--- config.mk ---
export PLATFORM = sky130hd
export DESIGN_NAME = gpio_trace_logger
export DESIGN_NICKNAME = d
export VERILOG_FILES = /design/src/rtl/gpio_trace_logger.sv
export SDC_FILE = /design/constraint.sdc
export NUM_CORES = 1
export LEC_CHECK = 0
export CAP_MARGIN = 25
export CORE_ASPECT_RATIO = 1.4
export CORE_MARGIN = 4
export CORE_UTILIZATION = 45
export DETAILED_ROUTE_END_ITERATION = 16
export GPL_TIMING_DRIVEN = 1
export HOLD_SLACK_MARGIN = 0.06
export SYNTH_ARGS = -nofsm -noshare
export SYNTH_HDL_FRONTEND = slang
export SYNTH_SLANG_ARGS = --single-unit
--- constraint.sdc ---
create_clock -name clk -period 7.7 [get_ports clk]
set_input_delay 0.77 -clock clk [delete_from_list [all_inputs] [get_ports clk]]
set_output_delay 0.77 -clock clk [all_outputs]
set_load 0.05 [all_outputs]
--- src/rtl/gpio_trace_logger.sv ---
`default_nettype none
//============================================================================
// Module   : gpio_trace_logger
// Brief    : Timestamps changes on masked GPIO lines into a valid/ready FIFO,
//            with a sticky overflow flag and an inactivity watchdog.
// Revision : 1.0
//============================================================================
module gpio_trace_logger #(
    parameter int WIDTH     = 4,
    parameter int DEPTH     = 16,
    parameter int TS_WIDTH  = 24,
    parameter int WDT_WIDTH = 32
) (
    input  logic                          clk,
    input  logic                          rst,
    input  logic                          en,
    input  logic [WIDTH-1:0]              gpio_in,
    input  logic [WIDTH-1:0]              mask,
    input  logic [WDT_WIDTH-1:0]          wdt_limit,
    input  logic                          clr,
    output logic                          rd_valid,
    input  logic                          rd_ready,
    output logic [WIDTH+TS_WIDTH+1:0]     rd_data,
    output logic [$clog2(DEPTH+1)-1:0]    level,
    output logic                          overflow,
    output logic                          wdt_timeout
);

    localparam int c_ptr_w   = $clog2(DEPTH);
    localparam int c_lvl_w   = $clog2(DEPTH+1);
    localparam int c_entry_w = WIDTH + TS_WIDTH + 2;
    localparam logic [c_lvl_w-1:0] c_full_lvl = c_lvl_w'(DEPTH);

    // ------------------------------------------------------------------
    // Registered state
    // ------------------------------------------------------------------
    logic [TS_WIDTH-1:0]   r_ts;
    logic [WIDTH-1:0]      r_prev;
    logic                  r_first;
    logic                  r_lost;
    logic [WDT_WIDTH-1:0]  r_wdt;
    logic                  r_overflow;
    logic                  r_wdt_timeout;
    logic [c_ptr_w-1:0]    r_wr_ptr;
    logic [c_ptr_w-1:0]    r_rd_ptr;
    logic [c_lvl_w-1:0]    r_count;
    logic                  r_rd_valid;
    logic [c_entry_w-1:0]  r_mem [DEPTH];

    // ------------------------------------------------------------------
    // Event detection and push/pop decisions
    // ------------------------------------------------------------------
    logic [WIDTH-1:0]      w_cur;
    logic                  w_ts_max;
    logic                  w_change;
    logic                  w_event;
    logic                  w_full;
    logic                  w_pop;
    logic                  w_push;
    logic                  w_drop;
    logic                  w_wdt_max;
    logic [c_entry_w-1:0]  w_entry;
    logic [c_lvl_w-1:0]    w_count_nxt;

    assign w_cur     = gpio_in & mask;
    assign w_ts_max  = &r_ts;
    assign w_change  = r_first | (w_cur != r_prev);
    assign w_event   = en & (w_change | w_ts_max);
    assign w_full    = (r_count == c_full_lvl);
    assign w_pop     = r_rd_valid & rd_ready;
    // A pop on the same edge frees the slot, so a full FIFO still accepts.
    assign w_push    = w_event & (~w_full | w_pop);
    assign w_drop    = w_event & w_full & ~w_pop;
    assign w_wdt_max = &r_wdt;
    assign w_entry   = {r_lost, w_ts_max, r_ts, w_cur};

    always_comb begin
        w_count_nxt = r_count;
        case ({w_push, w_pop})
            2'b10:   w_count_nxt = r_count + c_lvl_w'(1);
            2'b01:   w_count_nxt = r_count - c_lvl_w'(1);
            default: w_count_nxt = r_count;
        endcase
    end

    // ------------------------------------------------------------------
    // Trace state: timestamp, previous value, first/lost flags
    // ------------------------------------------------------------------
    always_ff @(posedge clk) begin
        if (rst) begin
            r_ts    <= '0;
            r_prev  <= '0;
            r_first <= 1'b1;
            r_lost  <= 1'b0;
        end else begin
            if (en) begin
                r_ts <= r_ts + TS_WIDTH'(1);
            end
            if (!en) begin
                r_first <= 1'b1;
            end else if (w_event) begin
                r_first <= 1'b0;
                r_prev  <= w_cur;
            end
            if (w_push) begin
                r_lost <= 1'b0;
            end else if (w_drop) begin
                r_lost <= 1'b1;
            end
        end
    end

    // ------------------------------------------------------------------
    // FIFO pointers and occupancy
    // ------------------------------------------------------------------
    always_ff @(posedge clk) begin
        if (rst) begin
            r_wr_ptr   <= '0;
            r_rd_ptr   <= '0;
            r_count    <= '0;
            r_rd_valid <= 1'b0;
        end else begin
            if (w_push) begin
                r_wr_ptr <= r_wr_ptr + c_ptr_w'(1);
            end
            if (w_pop) begin
                r_rd_ptr <= r_rd_ptr + c_ptr_w'(1);
            end
            r_count    <= w_count_nxt;
            r_rd_valid <= (w_count_nxt != '0);
        end
    end

    // Storage is not reset; contents are only observable while valid.
    always_ff @(posedge clk) begin
        if (!rst && w_push) begin
            r_mem[r_wr_ptr] <= w_entry;
        end
    end

    // ------------------------------------------------------------------
    // Sticky flags and inactivity watchdog
    // ------------------------------------------------------------------
    always_ff @(posedge clk) begin
        if (rst) begin
            r_wdt         <= '0;
            r_overflow    <= 1'b0;
            r_wdt_timeout <= 1'b0;
        end else begin
            if (clr) begin
                r_wdt <= '0;
            end else if (en) begin
                // Wrap-only events are not activity.
                if (w_change) begin
                    r_wdt <= '0;
                end else if (!w_wdt_max) begin
                    r_wdt <= r_wdt + WDT_WIDTH'(1);
                end
            end

            if (w_drop) begin
                r_overflow <= 1'b1;
            end else if (clr) begin
                r_overflow <= 1'b0;
            end

            if (clr) begin
                r_wdt_timeout <= 1'b0;
            end else if ((wdt_limit != '0) && (r_wdt >= wdt_limit)) begin
                r_wdt_timeout <= 1'b1;
            end
        end
    end

    assign rd_valid    = r_rd_valid;
    assign rd_data     = r_mem[r_rd_ptr];
    assign level       = r_count;
    assign overflow    = r_overflow;
    assign wdt_timeout = r_wdt_timeout;

endmodule
`default_nettype wire

==> results of run 1 <==
## area by class of cell
class,instances,share of cell area [%]
flip-flops and latches,562,61.2
multi-input cells,591,24.3
clock buffers,74,5.58
repair buffers,114,4.05
well taps,643,3.06
clock inverters,24,1.17
inverters,46,0.657
## placed cells by master, fill, tap and decap left out, types with 5 or more instances in the layout
cell type	synthesis	routed
nor3_1	18	6
nand4_1	24	24
a211oi_1	5	5
mux4_2	150	150
mux2i_1	12	12
clkinv_2	0	8
nor3_2	0	12
or4_1	5	5
or3_1	17	17
ha_1	43	43
nor4_1	15	11
o31ai_1	6	6
and3_1	7	7
nand2b_1	11	11
nor4_2	1	5
xnor2_1	19	19
clkbuf_1	35	16
a21oi_1	41	41
clkbuf_16	0	54
nand2_1	43	43
edfxtp_1	480	480
bufinv_16	0	7
xor2_1	19	19
nor2_1	60	60
clkinv_1	0	5
clkdlybuf4s50_1	0	81
a21o_1	10	10
dfxtp_1	82	78
o21ai_0	20	20
inv_1	46	46
buf_4	0	30
nand3_1	28	28
and4_1	7	7
## cell families (layout without fill, tap and decap cells)
group                    after synthesis  after routing  share of synthesized area (%)
XOR/XNOR                              38             38                           1.46
adder cells (fa/ha/maj)               44             44                           2.46
flip-flops                           562            562                           70.7
AO/OA/AOI/OAI                        104            104                           2.90
multiplexers                         162            162                           15.4
buffers and inverters                 98            258                           1.64
AND/OR/NAND/NOR                      243            243                           5.50
## stage by stage
stage | instance area, µm² | setup WS [ns] | utilization, %
finish | 26300 | 2.75 | 52.5
floorplan | 22700 | 1.94 | -
global route | 26300 | 2.53 | 52.5
detailed placement | 24500 | 2.84 | 49.0
global placement | 24500 | 2.95 | 49.0
CTS | 26300 | 2.64 | 52.5
## registers in the layout (all words and copies together) (netlist names), named ones only
register / count
level: 5
overflow: 1
r_first: 1
r_lost: 1
r_mem: 480
r_prev: 4
r_rd_ptr: 4
r_ts: 24
r_wdt: 32
r_wr_ptr: 4
rd_valid: 1
wdt_timeout: 1
## worst paths after layout
path / from / end / slack, ns / cells past startpoint
min: overflow / overflow / 0.49 / 2
max reg2reg: r_ts[7] / rd_valid / 2.90 / 13
min reg2reg: overflow / overflow / 0.49 / 2
max: flip-flop / rd_data[27] / 2.75 / 4
## metal layers
metal | routed length, µm | global-route usage, % | up-vias | part of all wire (%)
li1 | - | - | 5269 | -
met1 | 19700 | 23.6 | 6054 | 39
met2 | 27200 | 33.7 | 296 | 54
met3 | 2180 | 2.41 | 90 | 4.3
met4 | 1310 | 5.42 | 0 | 2.6
met5 | 0 | 0 | - | 0
## worst register-to-register path, delay by kind of cell, from the launching register on
family / cells / cell delay, ns
AOI/OAI and AO/OA: 4 / 0.59
and+or+nand+nor: 4 / 1.94
adders and majority gates: 2 / 0.78
xor gates and xnor gates: 2 / 0.35
buffers and inverters: 1 / 0.26
DFF: 1 / 0.73
## power by group through the flow
stage / logic, µW / clock network, µW / registers, µW
after global routing: 851 / 2840 / 3410
after detailed placement: 815 / 0 / 3470
after CTS: 818 / 2710 / 3400
after floorplan: 574 / 0 / 3440
final: 803 / 2650 / 3400
after global placement: 810 / 0 / 3470
==> summary.txt, run 1 <==
Timing
  • Slew headroom: 31.6%
  • RSZ-0062 raised after global routing: no
  • Min Hold Slack: between 0.4 and 0.5 ns
  • Skew final: 0.0299 ns
  • Min cycle time layout: 4.95 ns
  • Final-report setup violation count: 0
  • Fmax: ~200 MHz
  • Final period utilization: between 60% and 70%
  • Worst slew pin tran: 1.03 ns
  • Setup TNS Final: 0 ns
  • Max Slew Vio Count: 0
  • Final Hold Fails: 0

Worst setup path
  • Crit path DAT: between 4 and 5 ns
  • Critical-path top delay cell: dfxtp_4
  • Top cell by count, worst path: mux4_2
  • Crit path launch type: flip-flop
  • Family with the most delay on the worst path: buffers and inverters
  • Crit path kind: flip-flop to primary output
  • CP Data Required Time: approximately 6.9 ns
  • CP Capture Type: primary output
  • Crit-path cells: buf_4 > mux4_2 > mux4_2 > clkdlybuf4s50_1
  • Number of buffers and inverters on the critical path: 2
  • CP max stage delay: between 0.9 and 1 ns
  • Crit Path Max Fanout: 65

Floorplan
  • Die area: roughly 54000 µm²
  • Chip Width: between 150 and 200 µm
  • Die height: 274 µm
  • Core Rows: 97
  • Initial Util: between 40% and 50%
  • Core Area: between 50000 and 60000 µm²
  • Ports: 83

Route
  • ANT nets after route: 0
  • Drt pass-1 iters: 5
  • Routed len/inst: between 20 and 25 µm
  • Total number of vias: 11700
  • DR iter-0 viols: 774
  • DR DRC count: 0
  • Vias per inst: ~5.7
  • Routed WL: 50400 µm

Clock network
  • Post-cts resize count: 0
  • Number of post-CTS setup repair buffers: 0
  • CTS Buffer Depth: 3
  • Number of H-tree levels: 2
  • CTS Root Cell: clkbuf_16
  • TritonCTS clock tree: yes
  • Num Clock Sinks: roughly 560
  • Worst-path clk slew: about 0.060 ns
  • Worst-skew pair later-pin latency: approximately 0.58 ns
  • Hold buffers post-CTS: 0
  • Num CTS Buffers: 52

Power and ir drop
  • Pwr dens: 261 nW/µm²
  • Static Leak: 0.00858 µW
  • Sequential share of power: approximately half
  • Comb power frac: a little under an eighth
  • Worst vdd ir: around 0.16 mV
  • Total power draw: 6850 µW
  • Sw frac: a little under a quarter
  • Internal power: 5230 µW
  • Switching pwr: 1620 µW
  • Clk pwr share: around two fifths

Placement
  • Detailed Place HPWL: between 30000 and 40000 µm
  • GP Congestion: 0.789
  • Port Buffers: roughly 80
  • Placed Cells: 1956

Hold path
  • HP Class: flip-flop to flip-flop

Finish
  • Non-Filler Instances: about 2100
  • FF/Latch Area: ~16000 µm²
  • ANT cells: 0
  • Layout area overhead: 15.6%
  • Total Nets Final: around 1500
  • Layout cells sized above 1: ~20%
  • Footprint of the multi-input gates: between 6000 and 7000 µm²
  • Fill count: 4030

Run
  • Max-Cap Viols: 0

Global route
  • Vias in the first global route: about 12000
  • First-pass GRT wire length: 76300 µm
  • Grt total ovfl: 0
  • GR Util All Layers: between 10% and 20%
  • Initial antenna violation count: 0
  • Largest net degree at the start of global routing: 80

Synth
  • Avg Cell Area, Syn: around 18 µm²
  • Cell area after synthesis: ~23000 µm²
  • Syn Nets: between 1000 and 1500
  • Most instantiated library cell after synthesis: edfxtp_1
  • Post-synth top area share: 63.4%
  • Sequential-to-total area share from yosys stat: a little over two thirds
  • Asr flop ratio synth: 0%
  • Cell taking the most area after synthesis: edfxtp_1
  • Distinct cells, synth: 48
  • Yosys reg bits: roughly 560
  • Cells after synthesis: between 1000 and 1500
  • Post-synth EDFFs: 480
  • Post-synth top flop: edfxtp_1
  • Post-synth top cells: 480 x edfxtp_1, 150 x mux4_2, 82 x dfxtp_1
  • Warnings from Yosys: 0
  • Main area contributors after synthesis: edfxtp_1 63%, mux4_2 15%, dfxtp_1 7.2%, ha_1 2.4%, nor2_1 0.99%

Run status
  • Status: completed
No activity file was read; power rests on OpenSTA's default activity.
==> run 2: changes to the inputs <==
- clock period: 7.7 -> 4.2 ns (I/O delays scaled with it)
==> run 2 against run 1 <==
Compared with the run above: sequential power up 81%; routed wire length grew 3.1%; final cell count increased by 1.7%; count of clock-buffer cells in the layout fell by 4; clock power increased by 78%; via count increased by 2.6%; critical path type unchanged; non-clock buffer count grew 39; critical path depth is the same.
==> summary.txt, run 2 (synthesis results as in run 1) <==
Route
  • DR DRC count: 0 (unchanged)
  • Routed WL: 52000 µm (+3.1%)
  • Total number of vias: 12000 (+2.6%)
  • Routed len/inst: 24.9 µm (+1.4%)
  • ANT nets after route: 0 (unchanged)
  • DR iter-0 viols: 858 (+11%)
  • Drt pass-1 iters: 4 (-1)
  • Vias per inst: 5.75 (+0.92%)

Finish
  • Most common cell after layout, fill and taps aside: edfxtp_1
  • Largest regs: r_mem x480, r_wdt x32, r_ts x24
  • Biggest register: r_mem
  • Footprint of the multi-input gates: 6420 µm² (+0.55%)
  • Total Nets Final: 1494 (+2.6%)
  • Most frequent cells in the layout: 480 x edfxtp_1, 150 x mux4_2, 81 x clkdlybuf4s50_1
  • Layout area overhead: 17.2%
  • Max reg flops: 480 (unchanged)
  • Final Instance Area: 26600 µm² (+1.4%)
  • Fill count: 3999 (-0.77%)
  • ANT cells: 0 (unchanged)
  • FF/Latch Area: 16100 µm² (unchanged)
  • Layout cells sized above 1: 22.9% (+2.5 points)

Hold path
  • HP Class: input pin to flip-flop
  • Hold Startpoint: rst

Clock network
  • Number of H-tree levels: 2 (unchanged)
  • Worst-path clk slew: 0.07 ns (about the same)
  • CTS Root Cell: clkbuf_16
  • Num Clock Sinks: 562 (unchanged)
  • CTS Buffer Depth: 3 (unchanged)
  • Worst-skew pair later-pin latency: 0.58 ns (about the same)
  • Number of post-CTS setup repair buffers: 0 (unchanged)
  • Post-cts resize count: 0 (unchanged)
  • TritonCTS clock tree: yes
  • Hold buffers post-CTS: 0 (unchanged)
  • Num CTS Buffers: 51 (-1.9%)

Floorplan
  • Die area: 54200 µm² (unchanged)
  • Initial Util: 45.4% (unchanged)
  • Chip Width: 198 µm (unchanged)
  • Core Area: 50000 µm² (unchanged)
  • Ports: 83 (unchanged)
  • Die height: 274 µm (unchanged)
  • Core Rows: 97 (unchanged)

Timing
  • Final-report setup violation count: 0 (unchanged)
  • Setup TNS Final: 0 ns (unchanged)
  • Fmax: approximately 270 MHz
  • Final Hold Fails: 0 (unchanged)
  • Skew final: 0.0311 ns (+0.00116 ns)
  • Min Hold Slack: 0.495 ns (+0.00567 ns)
  • Max Slew Vio Count: 0 (unchanged)
  • Final period utilization: around 88%
  • Min cycle time layout: about 3.7 ns
  • RSZ-0062 raised after global routing: no
  • Slew headroom: 34.5% (+2.9 points)
  • Worst slew pin tran: 0.983 ns (-0.0432 ns)

Placement
  • Detailed Place HPWL: 31700 µm (+5.2%)
  • GP Congestion: 0.841 (+6.6%)
  • Cell Area, Placed: 24900 µm² (+1.7%)
  • Port Buffers: 82 (unchanged)

Run
  • Max-Cap Viols: 0 (unchanged)

Power and ir drop
  • Worst vdd ir: 0.268 mV (+67%)
  • Static Leak: 0.00880 µW (+2.5%)
  • Total power draw: 12400 µW (+82%)
  • Pwr dens: 467 nW/µm² (+79%)

Worst setup path
  • Crit path DAT: 3.27 ns (-0.91 ns)
  • CP Capture Type: primary output
  • CP Data Required Time: 3.78 ns (-3.15 ns)
  • Crit Path Max Fanout: 33 (-49%)
  • Crit path launch type: flip-flop
  • Worst R2R Start: r_ts[7]
  • Crit path kind: flip-flop to primary output

Global route
  • GR Util All Layers: 19.3% (+0.65 points)
  • Initial antenna violation count: 0 (unchanged)
  • Grt total ovfl: 0 (unchanged)
  • First-pass GRT wire length: 78600 µm (+3.0%)
  • Vias in the first global route: 12800 (+3.1%)
  • Largest net degree at the start of global routing: 53 (-34%)

Run status
  • Status: completed
run 2: changes by cell type in the layout (fill, tap and decap cells not counted), moves of 2 or more:
cell | before | now
bufinv_16 | 7 | 4
buf_4 | 30 | 63
nor4_2 | 5 | 1
inv_4 | 0 | 2
clkbuf_1 | 16 | 10
buf_12 | 1 | 8
clkinvlp_4 | 1 | 3
nor4_4 | 1 | 5
run 2: final timing paths:
| kind | end | cells after the start | slack [ns] |
|---|---|---|---|
| max | rd_data[27] | 4 | 0.51 |
| max reg2reg | rd_valid | 12 | 0.65 |
| min | r_prev[1] | 3 | 0.49 |
| min reg2reg | overflow | 2 | 0.50 |
run 2: per-layer routing:
metal / up-vias / GRT usage, % / part of all wire [%] / wire length [µm]
met5: - / 0 / 0 / 0
met3: 74 / 2.42 / 4.1 / 2150
li1: 5348 / - / - / -
met2: 293 / 35.6 / 54 / 28200
met1: 6303 / 23.9 / 39 / 20300
met4: 0 / 5.44 / 2.6 / 1340
run 2: layout make-up:
| class | count | share of cell area (%) |
|---|---|---|
| repair buffers | 153 | 5.44 |
| well taps | 643 | 3.02 |
| clock buffers | 70 | 5.57 |
| clock inverters | 24 | 0.888 |
| flip-flops and latches | 562 | 60.3 |
| multi-input cells | 591 | 24.1 |
| inverters | 46 | 0.648 |
run 2: where the power goes:
part / leakage [µW] / total [µW] / internal [µW] / switching [µW]
combinational: 0.00272 / 1570 / 688 / 879
clock: 0.000842 / 4730 / 2730 / 2000
sequential: 0.00524 / 6150 / 6070 / 77.5
total: 0.00880 / 12400 / 9490 / 2960
run 2: per-stage QoR:
step	util (%)	instances	setup slack [ns]
final	53.3	2089	0.514
after global routing	53.3	2089	0.409
after CTS	53.3	2089	0.432
after detailed placement	49.8	1995	0.403
after global placement	49.8	1995	0.497
after floorplan	-	1251	-0.759
run 2: critical path: stages, from the launching register on:
cell,delay [ns]
dfxtp_4,0.72
buf_4,0.36
mux4_2,0.35
mux4_2,0.51
clkdlybuf4s50_1,0.73
